$ cat config.mk
export PLATFORM = sky130hd
export DESIGN_NAME = subleq_sequencer
export DESIGN_NICKNAME = d
export VERILOG_FILES = /design/src/rtl/subleq_sequencer.sv
export SDC_FILE = /design/constraint.sdc
export NUM_CORES = 1
export LEC_CHECK = 0
export CAP_MARGIN = 40
export CORE_MARGIN = 4
export CORE_UTILIZATION = 30
export DETAILED_ROUTE_END_ITERATION = 6
export GPL_ROUTABILITY_DRIVEN = 0
export SLEW_MARGIN = 0
export SYNTH_ARGS = -nofsm -noshare
export SYNTH_HDL_FRONTEND = slang
export SYNTH_SLANG_ARGS = --single-unit
$ cat constraint.sdc
create_clock -name clk -period 3.85 [get_ports clk]
set_input_delay 0.77 -clock clk [delete_from_list [all_inputs] [get_ports clk]]
set_output_delay 0.77 -clock clk [all_outputs]
set_load 0.005 [all_outputs]
$ cat src/rtl/subleq_sequencer.sv
// Control sequencer for a SUBLEQ core. It fetches A/B/C, reads mem[A] and mem[B], writes
// mem[B]-mem[A] back to B, and branches to C when the result is <= 0.
module subleq_sequencer #(
    parameter int unsigned          WORD_SIZE = 16,
    parameter logic [WORD_SIZE-1:0] RESET_PC  = '0,
    parameter logic [WORD_SIZE-1:0] HALT_ADDR = '1
) (
    input  logic                 clk,
    input  logic                 areset_n,
    input  logic                 run,
    input  logic [WORD_SIZE-1:0] mem_rdata,
    output logic [WORD_SIZE-1:0] mem_addr,
    output logic                 mem_rd,
    output logic                 mem_wr,
    output logic [WORD_SIZE-1:0] mem_wdata,
    output logic [WORD_SIZE-1:0] pc,
    output logic                 instr_done,
    output logic                 halted
);
    localparam int unsigned W = WORD_SIZE;

    typedef enum logic [2:0] {
        S_FA   = 3'd0,
        S_FB   = 3'd1,
        S_FC   = 3'd2,
        S_RA   = 3'd3,
        S_RB   = 3'd4,
        S_EX   = 3'd5,
        S_HALT = 3'd6
    } state_t;

    state_t       state_q, state_d;
    logic [W-1:0] pc_q, pc_d;
    logic [W-1:0] a_q, a_d;
    logic [W-1:0] b_q, b_d;
    logic [W-1:0] c_q, c_d;
    logic [W-1:0] ma_q, ma_d;
    logic [W-1:0] result;
    logic         branch;

    always_ff @(posedge clk or negedge areset_n) begin
        if (!areset_n) begin
            state_q <= S_FA;
            pc_q    <= RESET_PC;
            a_q     <= '0;
            b_q     <= '0;
            c_q     <= '0;
            ma_q    <= '0;
        end else begin
            state_q <= state_d;
            pc_q    <= pc_d;
            a_q     <= a_d;
            b_q     <= b_d;
            c_q     <= c_d;
            ma_q    <= ma_d;
        end
    end

    // Next state, register loads and memory-port decode.
    always_comb begin
        state_d    = state_q;
        pc_d       = pc_q;
        a_d        = a_q;
        b_d        = b_q;
        c_d        = c_q;
        ma_d       = ma_q;
        mem_addr   = pc_q;
        mem_rd     = 1'b0;
        mem_wr     = 1'b0;
        mem_wdata  = '0;
        instr_done = 1'b0;
        halted     = 1'b0;
        result     = mem_rdata - ma_q;
        branch     = result[W-1] | (result == '0);

        case (state_q)
            S_FA: begin
                mem_rd = run;
                if (run) begin
                    state_d = S_FB;
                end
            end
            S_FB: begin
                mem_addr = pc_q + W'(1);
                mem_rd   = 1'b1;
                a_d      = mem_rdata;
                state_d  = S_FC;
            end
            S_FC: begin
                mem_addr = pc_q + W'(2);
                mem_rd   = 1'b1;
                b_d      = mem_rdata;
                state_d  = S_RA;
            end
            S_RA: begin
                mem_addr = a_q;
                mem_rd   = 1'b1;
                c_d      = mem_rdata;
                state_d  = S_RB;
            end
            S_RB: begin
                mem_addr = b_q;
                mem_rd   = 1'b1;
                ma_d     = mem_rdata;
                state_d  = S_EX;
            end
            S_EX: begin
                mem_addr   = b_q;
                mem_wr     = 1'b1;
                mem_wdata  = result;
                instr_done = 1'b1;
                // Only a taken branch can halt; falling through onto HALT_ADDR keeps running.
                if (branch && (c_q == HALT_ADDR)) begin
                    pc_d    = c_q;
                    state_d = S_HALT;
                end else begin
                    pc_d    = branch ? c_q : (pc_q + W'(3));
                    state_d = S_FA;
                end
            end
            S_HALT: begin
                halted = 1'b1;
            end
            default: begin
                state_d = S_FA;
            end
        endcase

        // Reset forces the port quiet at once, aborting any in-flight write.
        if (!areset_n) begin
            mem_addr   = RESET_PC;
            mem_rd     = 1'b0;
            mem_wr     = 1'b0;
            mem_wdata  = '0;
            instr_done = 1'b0;
            halted     = 1'b0;
        end
    end

    assign pc = pc_q;

endmodule

# Word level (Yosys, flattened, before mapping)
# Index checks and enable logic that the tools add are counted.
# Widths: inputs -> output; s select.
[totals]
wordCells = 41
reg_bits = 83
in_bits = 19
[op_classes]
addsub = 4
bitwise = 2
eq_ne = 8
reduce_logical = 6
n_mux = 15
[op_table]
columns = ["op", "count"]
rows = [
  ["$mux 16", 5],
  ["$pmux 16 s4", 1],
  ["$add 16x2->16 const B", 2],
  ["$pmux 3 s7", 1],
  ["$add 16x1->16 const B", 1],
  ["$eq 16x16->1 const B", 1],
  ["$logic_not 16->1", 1],
  ["$sub 16x16->16", 1],
  ["$eq 3x3->1 const B", 3],
  ["$eq 3x2->1 const B", 2],
  ["$mux 3", 2],
  ["$mux 1", 5],
  ["$reduce_or 4->1", 1],
  ["$eq 3x1->1 const B", 1],
  ["$logic_not 3->1", 1],
  ["$ne 2x2->1 const B", 1],
  ["$pmux 1 s2", 1],
  ["$reduce_and 2->1", 1],
  ["$reduce_or 2->1", 1],
  ["$logic_and 1x1->1", 1],
  ["$not 1->1", 1],
  ["$or 1x1->1", 1],
]

# Depth between registers and ports, before layout
# Gate-level depths: netlist of the first run.
[depth]
depth_word = 6
mapped_depth = 13
mapped_depth_nobuf = 12

# Worst setup path before layout of the first run
# OpenSTA, ideal clock, no wires.
[synth_timing]
path_kind = "input port to flip-flop"
from = "input mem_rdata[0]"
to = "register pc_q[14] (netlist: pc[14])"
setup_time_ps = 124
n_path_buf = 1
t_arrival_ps = 3123
path_stages = 13
required_ps = 3726
slack_ps = 603
cell_sequence = "inv_1 > ha_1 > fa_1 > nand2b_1 > a21oi_1 > o221a_2 > nor4b_1 > a211oi_1 > nand4bb_1 > o21ai_2 > buf_4 > a21oi_1 > a211o_1"
[synth_via]
elab_chain_len = 5
[synth_rtl]
columns = ["element", "line_no", "source"]
rows = [
  ["from (decl)", "11", "input logic [WORD_SIZE-1:0] mem_rdata,"],
  ["$sub 16x16->16 (*)", "73", "result = mem_rdata - ma_q;"],
  ["$logic_not 16->1", "74", "branch = result[W-1] | (result == '0);"],
  ["$or 1x1->1 (*)", "74", ""],
  ["$mux 16 or $logic_and 1x1->1 (tied branches)", "117, 113", ""],
  ["$mux 16 (*)", "113", "if (branch && (c_q == HALT_ADDR)) begin"],
  ["to (signal assigned)", "51", "pc_q <= pc_d;"],
  ["to (decl)", "33", "logic [W-1:0] pc_q, pc_d;"],
]
# Mark *: on every way between the ends. The rest lies on a longest branch, timed or not.
# A chain may end at the register's enable or synchronous reset.

# Final worst setup path of the first run
[layout_timing]
from = "input mem_rdata[1]"
to = "output mem_wdata[9]"
[layout_via]
elab_chain_len = 3
[layout_rtl]
columns = ["element", "line_no", "source"]
rows = [
  ["$sub 16x16->16", "73", ""],
  ["$mux 16", "76", "case (state_q)"],
  ["$mux 16", "130", "if (!areset_n) begin"],
  ["to (decl)", "15", "output logic [WORD_SIZE-1:0] mem_wdata,"],
]
# No other way between the ends.

==> impl_metrics.toml, run 1 <==
[timing]
setup_ws_ps = 67.36
rsz0062_at_grt = "true"
worst_pin_slew_ps = 638.4
slew-limit-headroom_pct = 57.34
skew_ps = 5.921
finalSetupViolations = 0
finalMaxSlewViolations = 0
clock.fmax_ghz = 0.2644
final-hold-violation-count = 0
min_period_ps = 3783
fin_crit_sh_pct = 98.25

[grt]
antenna_found_initial = 0
grt_pass1_vias = 5684
grt_first_pass_wirelength_mm = 30.88
overflow = 0
grt_max_degree = 34
grt_usage_pct = 17.61

[setup_path]
cp_max_fo = 4
arrival_ps = 3010
cp_common_cell = "clkdlybuf4s50_1"
critPathBufInv = 2
reg2reg_from = "ma_q[0]"
start_kind = "primary input"
crit_slowest_cell = "clkdlybuf4s50_1"
crit_required_ps = 3080
critPathKind = "in -> out"
end_kind = "primary output"
crit_path_max_incr_delay_ps = 520
ff2ff_setup_slack_ps = 570
r2r-end = "pc[12]"
reg2reg_depth = 15
crit_chain = "clkdlybuf4s50_1, ha_1, nor2b_4, o2111ai_4, nand3_2, a31oi_2, nor3b_2, nor2_1, clkdlybuf4s50_1"
path_delay_family = "buffers and inverters"

[finish]
ff_latch_area_sq_um = 2078
nets = 915
fillers = 1902
multi_input_area_sq_um = 3508
n_antenna_cell = 0
drive_above_1_share_pct = 18.52
synthToLayoutAreaGrowth_pct = 36.45

[synthesis]
ys_types = 72
synthFlopType = "dfrtp_1"
syn_inst = 749
synth_top_area_cell = "dfrtp_1"
yosys_warnings = 0
yosys-top-cells-count = "nand2_1, dfrtp_1, o21ai_0"
synth_seq_cells = 83
synth_most_common_cell = "nand2_1"
synth_edf_count = 0
async_reset_ff_share_pct = 100.0
syn-cell-area_sq_um = 5715
synth_fp_nets = 789
synth.area.top_cells = "dfrtp_1, nand2_1, o21ai_0"
synth_top_area_share_pct = 36.34
synth_seq_area_share_pct = 36.34
synth_area_per_cell_sq_um = 7.631

[hold_path]
min_path_type = "in -> async"

[route]
wl_per_cell_microns = 17.54
viasPerCell = 5.345
vias = 5954
firstDrtPassIters = 5
drtIter0Drc = 610
routed_wl_mm = 19.54
drc = 0
drtAntennaViolNets = 0

[floorplan]
die_y_microns = 146.0
design.core.area_sq_um = 18710
initial_core_util_pct = 30.56
die_x_microns = 146.0
num_rows = 50
ios = 71
die_area_sq_um = 21320

[cts]
holdBufCountCts = 0
cts.reportedPaths.clkPinSlew_ps = 70
cts_tree = "built"
clkLatencyLatePin_ps = 340
cts_num_sinks = 83
cts_buffers = 9
cts_max_path_buffers = 2
root_buffer = "clkbuf_16"
ctsHtreeMaxLevel = 3

[power]
peakVddDrop_v = 0.0001930
power_leakage_uw = 0.003561
p_total_uw = 1964
powerDensity_nw_per_um2 = 251.8

[run]
max_cap_viol_count = 0

[placed_design]
place_ws_ps = -392.0
hpwl_mm = 13.90
io_buffers = 70

[outcome]
outcome = "finished clean"
-- flip-flops by register name, summed over array words and instances, names as in the netlist --
| register | flops |
|---|---|
| a_q | 16 |
| b_q | 16 |
| c_q | 16 |
| ma_q | 16 |
| pc | 16 |
| state_q | 3 |
-- where the power goes --
part / internal [uW] / total [uW] / switching (uW)
registers: 872 / 872 / 0.000000520
clock network: 509 / 886 / 377
logic: 101 / 206 / 105
total: 1480 / 1960 / 482
-- area by class of cell --
cell class	instances	area share (%)
Clock buffer	10	2.936
Inverter	40	1.925
Multi-Input combinational cell	576	44.99
Sequential cell	83	26.65
Tap cell	234	3.754
Clock inverter	6	0.9145
Timing Repair Buffer	165	18.84
-- worst max-delay path by stage --
stage / start / cells after the start / slack (ps) / endpoint
2_1_floorplan: mem_rdata[0] / 13 / 600 / pc[14]
3_3_place_gp: mem_rdata[1] / 10 / -370 / mem_wdata[15]
3_5_place_dp: mem_rdata[1] / 10 / -390 / mem_wdata[15]
4_1_cts: mem_rdata[0] / 12 / 10 / mem_wdata[12]
5_1_grt: state_q[1] / 8 / -40 / mem_addr[11]
6_report: mem_rdata[1] / 9 / 70 / mem_wdata[9]
-- cells in the final DEF (no fill, tap or decap), types with 3 or more instances in the layout --
| cell type | Yosys | layout |
|---|---|---|
| or3_1 | 6 | 6 |
| nor2b_1 | 7 | 5 |
| a22oi_1 | 8 | 8 |
| nand4_1 | 8 | 8 |
| a31oi_1 | 7 | 4 |
| and3_1 | 15 | 14 |
| inv_1 | 39 | 38 |
| xor2_1 | 5 | 4 |
| o211a_1 | 3 | 3 |
| buf_4 | 2 | 91 |
| o22ai_1 | 5 | 5 |
| ha_2 | 0 | 3 |
| nor2_1 | 41 | 41 |
| dfrtp_1 | 83 | 82 |
| clkdlybuf4s50_1 | 0 | 58 |
| a221oi_1 | 4 | 3 |
| nand2b_1 | 4 | 3 |
| o21ai_1 | 4 | 3 |
| a211oi_1 | 8 | 8 |
| a21o_1 | 6 | 6 |
| and2_1 | 8 | 8 |
| clkbuf_2 | 0 | 3 |
| a211o_1 | 3 | 3 |
| o21ai_0 | 62 | 61 |
| ha_1 | 20 | 16 |
| o211ai_1 | 4 | 4 |
| mux2_2 | 4 | 4 |
| nand2_1 | 199 | 197 |
| clkbuf_16 | 0 | 12 |
| nand3_1 | 24 | 22 |
| dlygate4sd2_1 | 0 | 4 |
| nor3_1 | 7 | 6 |
| a21oi_1 | 39 | 37 |
| mux2i_1 | 11 | 11 |
| xnor2_1 | 9 | 8 |
-- logic make-up after synthesis --
group / count (synthesis) / synth area share (%)
AND/OR/NAND/NOR: 335 / 25.92
AO/OA/AOI/OAI: 189 / 21.26
buffers and inverters: 90 / 6.326
flip-flops: 83 / 36.34
adder cells (fa/ha/maj): 22 / 4.904
multiplexers: 16 / 3.109
XOR/XNOR: 14 / 2.145
-- per-layer routing --
metal	global-route usage [%]	share of wire (%)	up-vias
met2	27.38	45	254
met5	0	0	-
met1	25.57	46	2837
met4	3.575	1.3	0
met3	3.538	7.6	21
li1	-	-	2842
-- per-stage QoR --
step	setup TNS, ps	area [sq um]	std cells	util (%)	hold WS [ps]
final	0	7799	1114	41.69	293.2
after global routing	-120.3	7799	1114	41.69	302.4
after CTS	0	7525	1107	40.23	293.6
after detailed placement	-5726	7116	1084	38.04	463.2
after global placement	-4953	7116	1084	38.04	458.8
after floorplan	0	5715	749	-	440.3
-- what timing repair did --
item,4_1_cts,5_1_grt
buffers inserted,7,4
resized for setup,29,37
hold endpoints to repair,0,0
pin swaps,9,16
setup endpoints to repair,10,33
cloned,0,3
Note: power is estimated with default switching activity, not from simulation.
==> run 2: changes to the inputs <==
==> constraint.sdc (replaced) <==
create_clock -name clk -period 3.17 [get_ports clk]
set_input_delay 0.634 -clock clk [delete_from_list [all_inputs] [get_ports clk]]
set_output_delay 0.634 -clock clk [all_outputs]
set_load 0.005 [all_outputs]
==> run 2 against run 1 <==
  * The run now ends with negative setup slack left
  * Combinational power grew 33%
  * Global-route usage grew 1.9 points
  * First-iteration DRC count shrank 13%
  * Clock skew grew 1.2 ps
  * Sequential power grew 22%
  * Register-to-register slack lost 530 ps
  * Critical path depth grew 4
  * Hold slack lost 180 ps
  * Clock power grew 11%
  * Total power grew 18%
  * Critical endpoint is now mem_addr[9]
  * Largest power group is now registers
==> impl_metrics.toml, run 2 (same netlist as run 1, synthesis figures left out) <==
[timing]
min_period_ps = 3220
skew_ps = 7.110
finalSetupViolations = 3
finalMaxSlewViolations = 0
worst_pin_slew_ps = 669.3
slew-limit-headroom_pct = 54.97
rsz0062_at_grt = "true"
holdWs_ps = 116.5
clock.fmax_ghz = 0.3105
fin_crit_sh_pct = 101.6
setup_ws_ps = -50.10
final-hold-violation-count = 0

[route]
drtAntennaViolNets = 0
firstDrtPassIters = 5
drtIter0Drc = 528
wl_per_cell_microns = 18.16
viasPerCell = 5.350
routed_wl_mm = 21.29
vias = 6270
drc = 0

[grt]
overflow = 0
antenna_found_initial = 0
grt_max_degree = 54
grt_first_pass_wirelength_mm = 33.69
grt_pass1_vias = 6034
grt_usage_pct = 19.55

[finish]
final_common_cell = "nand2_1"
synthToLayoutAreaGrowth_pct = 52.69
nets = 975
n_antenna_cell = 0
final_core_util_pct = 46.66
drive_above_1_share_pct = 32.84
layout_common_cells = "nand2_1, buf_4, dfrtp_1"

[placed_design]
hpwl_mm = 14.58
io_buffers = 70
place_ws_ps = -807.6

[setup_path]
crit_required_ps = 2540
reg2reg_from = "ma_q[1]"
ff2ff_setup_slack_ps = 40
crit_chain = "buf_4, buf_6, ha_4, and3_4, and3_4, buf_12, and3_4, o21ai_2, nand3_2, a31oi_4, a221oi_2, nor2_1, buf_2"
critPathBufInv = 4
crit_path_max_incr_delay_ps = 380
reg2reg_depth = 16
cp_max_fo = 6
critPathCapture = "mem_addr[9]"
crit_cells = 13
critPathKind = "reg -> out"
end_kind = "primary output"
cp_common_cell = "and3_4"
crit_slowest_cell = "dfrtp_1"
startpoint = "pc[1]"
start_kind = "flip-flop"
arrival_ps = 2590
r2r-end = "state_q[1]"
path_delay_family = "simple AND/OR/NAND/NOR gates"

[cts]
cts.reportedPaths.clkPinSlew_ps = 60
clkLatencyLatePin_ps = 350
cts_max_path_buffers = 2
cts_buffers = 9
root_buffer = "clkbuf_16"
cts_tree = "built"
cts_num_sinks = 83
ctsHtreeMaxLevel = 3
holdBufCountCts = 0

[power]
comb_power_share_pct = 11.8
peakVddDrop_v = 0.0001754
p_total_uw = 2313
intPower_uw = 1734
powerDensity_nw_per_um2 = 265.0
switching_share_pct = 25.03
p_seq_share_pct = 45.8
switching_power_uw = 579.0
p_clk_share_pct = 42.4
power_leakage_uw = 0.004004

[outcome]
outcome = "complete, but fails checks"
violations = "negative setup slack"

[floorplan]
die_x_microns = 146.0
initial_core_util_pct = 30.56
ios = 71
num_rows = 50
die_area_sq_um = 21320
design.core.area_sq_um = 18710
die_y_microns = 146.0

[run]
max_cap_viol_count = 0

[hold_path]
min_path_type = "in -> async"
run 2: cell types whose count changed in the layout (fill, tap and decap cells not counted), moves of 10 or more:
cell,before,now
buf_4,91,136
buf_6,0,10
clkdlybuf4s50_1,58,29
dlygate4sd2_1,4,17
o21ai_0,61,50
run 2: area by class of cell:
| class | instances | area (sq um) |
|---|---|---|
| fill | 1785 | 9978 |
| clock inverter | 4 | 28.78 |
| timing repair buffer | 225 | 1928 |
| clock buffer | 10 | 239.0 |
| inverter | 40 | 153.9 |
| tap | 234 | 292.8 |
| multi-input combinational | 576 | 4008 |
| sequential | 83 | 2077 |
run 2: how the worst min path moves through the flow:
| stage | startpoint | to | depth (start not counted) |
|---|---|---|---|
| detailed placement | b_q[15] | b_q[15] | 2 |
| floorplan | areset_n | a_q[0] | 0 |
| CTS | areset_n | state_q[2] | 1 |
| global route | areset_n | state_q[0] | 1 |
| finish | areset_n | state_q[0] | 1 |
| global placement | a_q[4] | a_q[4] | 2 |
run 2: what timing repair did:
item                                    CTS  global route
cloned                                    3             1
setup buffers                            23            16
pin swaps                                56            63
resized for setup                       152           109
endpoints found under the setup margin   46            44
run 2: power groups by stage:
| stage | clock network, uW | registers (uW) | logic (uW) |
|---|---|---|---|
| floorplan | 0 | 1080 | 73.4 |
| CTS | 996 | 1060 | 257 |
| detailed placement | 0 | 1080 | 216 |
| global route | 1040 | 1060 | 294 |
| global placement | 0 | 1080 | 216 |
| finish | 981 | 1060 | 273 |
run 2: worst register-to-register path: stages (launching register included):
cell and delay (ps):
dfrtp_1 400, inv_2 90, ha_4 200, nor2b_4 130
buf_4 120, buf_4 120, o31a_1 310, xnor2_2 180
nor3b_4 230, o2111ai_2 130, nand4bb_4 260, o21ai_4 190
buf_12 150, buf_8 130, buf_16 140, nand3_2 80
a31oi_2 190
run 2: metrics by stage:
step / cells / TNS [ps] / cell area [sq um]
after floorplan: 749 / 0 / 5715
after global placement: 1120 / -18110 / 7398
after detailed placement: 1120 / -19620 / 7398
after CTS: 1159 / -120.2 / 8335
after global routing: 1172 / -1562 / 8727
final: 1172 / -122.0 / 8727
run 2: per-layer routing:
layer  wire, microns  global-route usage (%)  vias to the layer above
met4             470                   5.221                        0
met3            1515                   4.159                       40
met1            9565                   27.92                     2991
met2            9734                   30.15                      255
li1                -                       -                     2984
met5               0                       0                        -
==> run 3: changes to the inputs <==
--- a/config.mk
+++ b/config.mk
@@ -5,9 +5,11 @@
 export SDC_FILE = /design/constraint.sdc
 export NUM_CORES = 1
 export LEC_CHECK = 0
+export ABC_AREA = 1
 export CAP_MARGIN = 40
 export CORE_MARGIN = 4
 export CORE_UTILIZATION = 30
+export CTS_CLUSTER_DIAMETER = 30
 export DETAILED_ROUTE_END_ITERATION = 6
 export GPL_ROUTABILITY_DRIVEN = 0
 export SLEW_MARGIN = 0
==> run 3 against run 2 <==
  * Sequential share of layout area up 1.6 points
  * The run now ends clean
  * Worst setup slack better by 79 ps
  * Critical endpoint is now mem_wdata[15]
  * Global-route usage down 1.9 points
  * Clock power up 26%
  * Total power rose to 3.9 times the previous value
  * Final area down 6.2%
  * Routed wire length down 9.2%
  * Clock-buffer cell count down 1
  * Clock skew up 2.2 ps
  * Hold slack better by 4.8 ps
  * Final cell count up 5.2%
==> impl_metrics.toml, run 3 <==
[outcome]
outcome = "finished clean"

[synthesis]
synth_seq_cells = 83
synth_edf_count = 0
synth_top_area_share_pct = 36.33
synth_top_area_cell = "dfrtp_1"
synth_area_per_cell_sq_um = 6.838
syn_inst = 836
async_reset_ff_share_pct = 100.0
synth.area.top_cells = "dfrtp_1, nand2_1, inv_1"
yosys_warnings = 0
synth_seq_area_share_pct = 36.33
ys_types = 44
synth_most_common_cell = "nand2_1"
synthFlopType = "dfrtp_1"
synth_fp_nets = 876
yosys-top-cells-count = "nand2_1, inv_1, dfrtp_1, o21ai_0, nand3_1"
syn-cell-area_sq_um = 5717

[finish]
drive_above_1_share_pct = 21.34
nets = 1033
multi_input_area_sq_um = 3447
final_common_cell = "nand2_1"
fillers = 1921
synthToLayoutAreaGrowth_pct = 43.20
layout_common_cells = "nand2_1, inv_1, buf_4"
ff_latch_area_sq_um = 2079
final_cell_area_sq_um = 8187

[power]
power_leakage_uw = 0.004047
switching_share_pct = 45.36
switching_power_uw = 4050
peakVddDrop_v = 0.0003827
powerDensity_nw_per_um2 = 1091
p_seq_share_pct = 21.9
p_clk_share_pct = 13.9
comb_power_share_pct = 64.2
intPower_uw = 4879

[timing]
finalSetupViolations = 0
final-hold-violation-count = 0
fin_crit_sh_pct = 99.10
finalMaxSlewViolations = 0
min_period_ps = 3141
clock.fmax_ghz = 0.3183
rsz0062_at_grt = "true"
slew-limit-headroom_pct = 59.40
worst_pin_slew_ps = 609.0
setup_tns_ps = 0
skew_ps = 9.345

[grt]
grt_pass1_vias = 5665
grt_usage_pct = 17.68
antenna_found_initial = 1
grt_first_pass_wirelength_mm = 30.54
grt_max_degree = 48
overflow = 0

[cts]
cts_num_sinks = 83
cts_max_path_buffers = 2
holdBufCountCts = 0
ctsHtreeMaxLevel = 3
clkLatencyLatePin_ps = 350
cts.reportedPaths.clkPinSlew_ps = 60
cts_tree = "built"
cts_buffers = 9
root_buffer = "clkbuf_16"

[floorplan]
die_y_microns = 146.0
design.core.area_sq_um = 18710
die_x_microns = 146.0
initial_core_util_pct = 30.56
ios = 71
num_rows = 50
die_area_sq_um = 21330

[setup_path]
crit_required_ps = 2540
arrival_ps = 2510
start_kind = "primary input"
crit_path_max_incr_delay_ps = 440
critPathKind = "in -> out"
cp_max_fo = 3
end_kind = "primary output"
crit_slowest_cell = "clkdlybuf4s50_1"
crit_chain = "clkdlybuf4s50_1, ha_1, inv_1, o31ai_2, a21oi_4, xor2_4, nor2_2, dlygate4sd2_1"

[route]
routed_wl_mm = 19.33
viasPerCell = 4.934
firstDrtPassIters = 5
vias = 6084
drc = 0
drtIter0Drc = 505
drtAntennaViolNets = 0
wl_per_cell_microns = 15.68

[placed_design]
io_buffers = 70
placed_area_sq_um = 7325
hpwl_mm = 14.62

[run]
max_cap_viol_count = 0

[hold_path]
min_path_type = "in -> async"
## run 3: cell types whose count changed after synthesis, sizes merged, moves of 16 or more
cell / change
nand2: +69
inv: +75
nand3: +39
clkbuf: -19
nor2: +17
o21ai: +16
## run 3: worst max-delay path, delay by kind of cell
| kind | cells | cell delay, ps |
|---|---|---|
| buffers and inverters | 3 | 770 |
| AO/OA/AOI/OAI | 2 | 450 |
| adder cells (fa/ha/maj) | 1 | 310 |
| XOR/XNOR | 1 | 170 |
| AND/OR/NAND/NOR | 1 | 160 |
## run 3: cell type report
class	count	share of cell area, %
diodes	1	0.03057
clock buffers	9	2.751
clock inverters	7	1.513
inverters	117	5.472
multi-input cells	603	42.11
flip-flops and latches	83	25.40
well taps	234	3.576
repair buffers	179	19.15
## run 3: final timing paths
kind                       cells after the start  slack, ps       endpoint          start
setup reg to reg                              18        570          pc[4]        ma_q[0]
setup / recovery                               8         30  mem_wdata[15]  mem_rdata[13]
hold / removal                                 1        120        ma_q[2]       areset_n
max in group asynchronous                      2       2210        c_q[10]       areset_n
min in group clk                               2        490         b_q[1]         b_q[1]
hold reg to reg                                2        490         b_q[1]         b_q[1]
## run 3: cells by family after synthesis
| group | synth area share [%] |
|---|---|
| buffers and inverters | 10.37 |
| AND/OR/NAND/NOR | 30.47 |
| flip-flops | 36.33 |
| AO/OA/AOI/OAI | 14.71 |
| adder cells (fa/ha/maj) | 4.728 |
| XOR/XNOR | 3.392 |
## run 3: timing repair
action,CTS,global route
resized for setup,73,51
endpoints found under the setup margin,28,30
gates cloned,0,1
setup buffers,4,6
pin swaps,13,11
## run 3: per-layer routing
layer,global-route usage [%],vias to the layer above,share of wire (%)
met2,28.47,203,47
met1,24.66,2857,45
li1,-,3009,-
met3,3.662,15,6.1
met5,0,-,0
met4,3.857,0,1.2
## run 3: power groups by stage
stage                     sequential (uW)  combinational [uW]  clock, uW
final                                1960                5730       1240
after floorplan                      1900                2950          0
after detailed placement             1950                5100          0
after global placement               1940                5020          0
after global routing                 2020                6330       1300
after CTS                            1940                5400       1260
## run 3: through the flow
| step | cells | utilization (%) | setup WS [ps] | total power, uW | hold WS [ps] |
|---|---|---|---|---|---|
| after floorplan | 836 | - | 415.0 | 4844 | 338.4 |
| after global placement | 1204 | 39.01 | -521.4 | 6963 | 466.7 |
| after detailed placement | 1205 | 39.16 | -530.4 | 7046 | 473.3 |
| after CTS | 1225 | 42.43 | -74.37 | 8606 | 118.1 |
| after global routing | 1233 | 43.77 | -82.93 | 9656 | 115.2 |
| final | 1233 | 43.77 | 28.56 | 8929 | 121.3 |
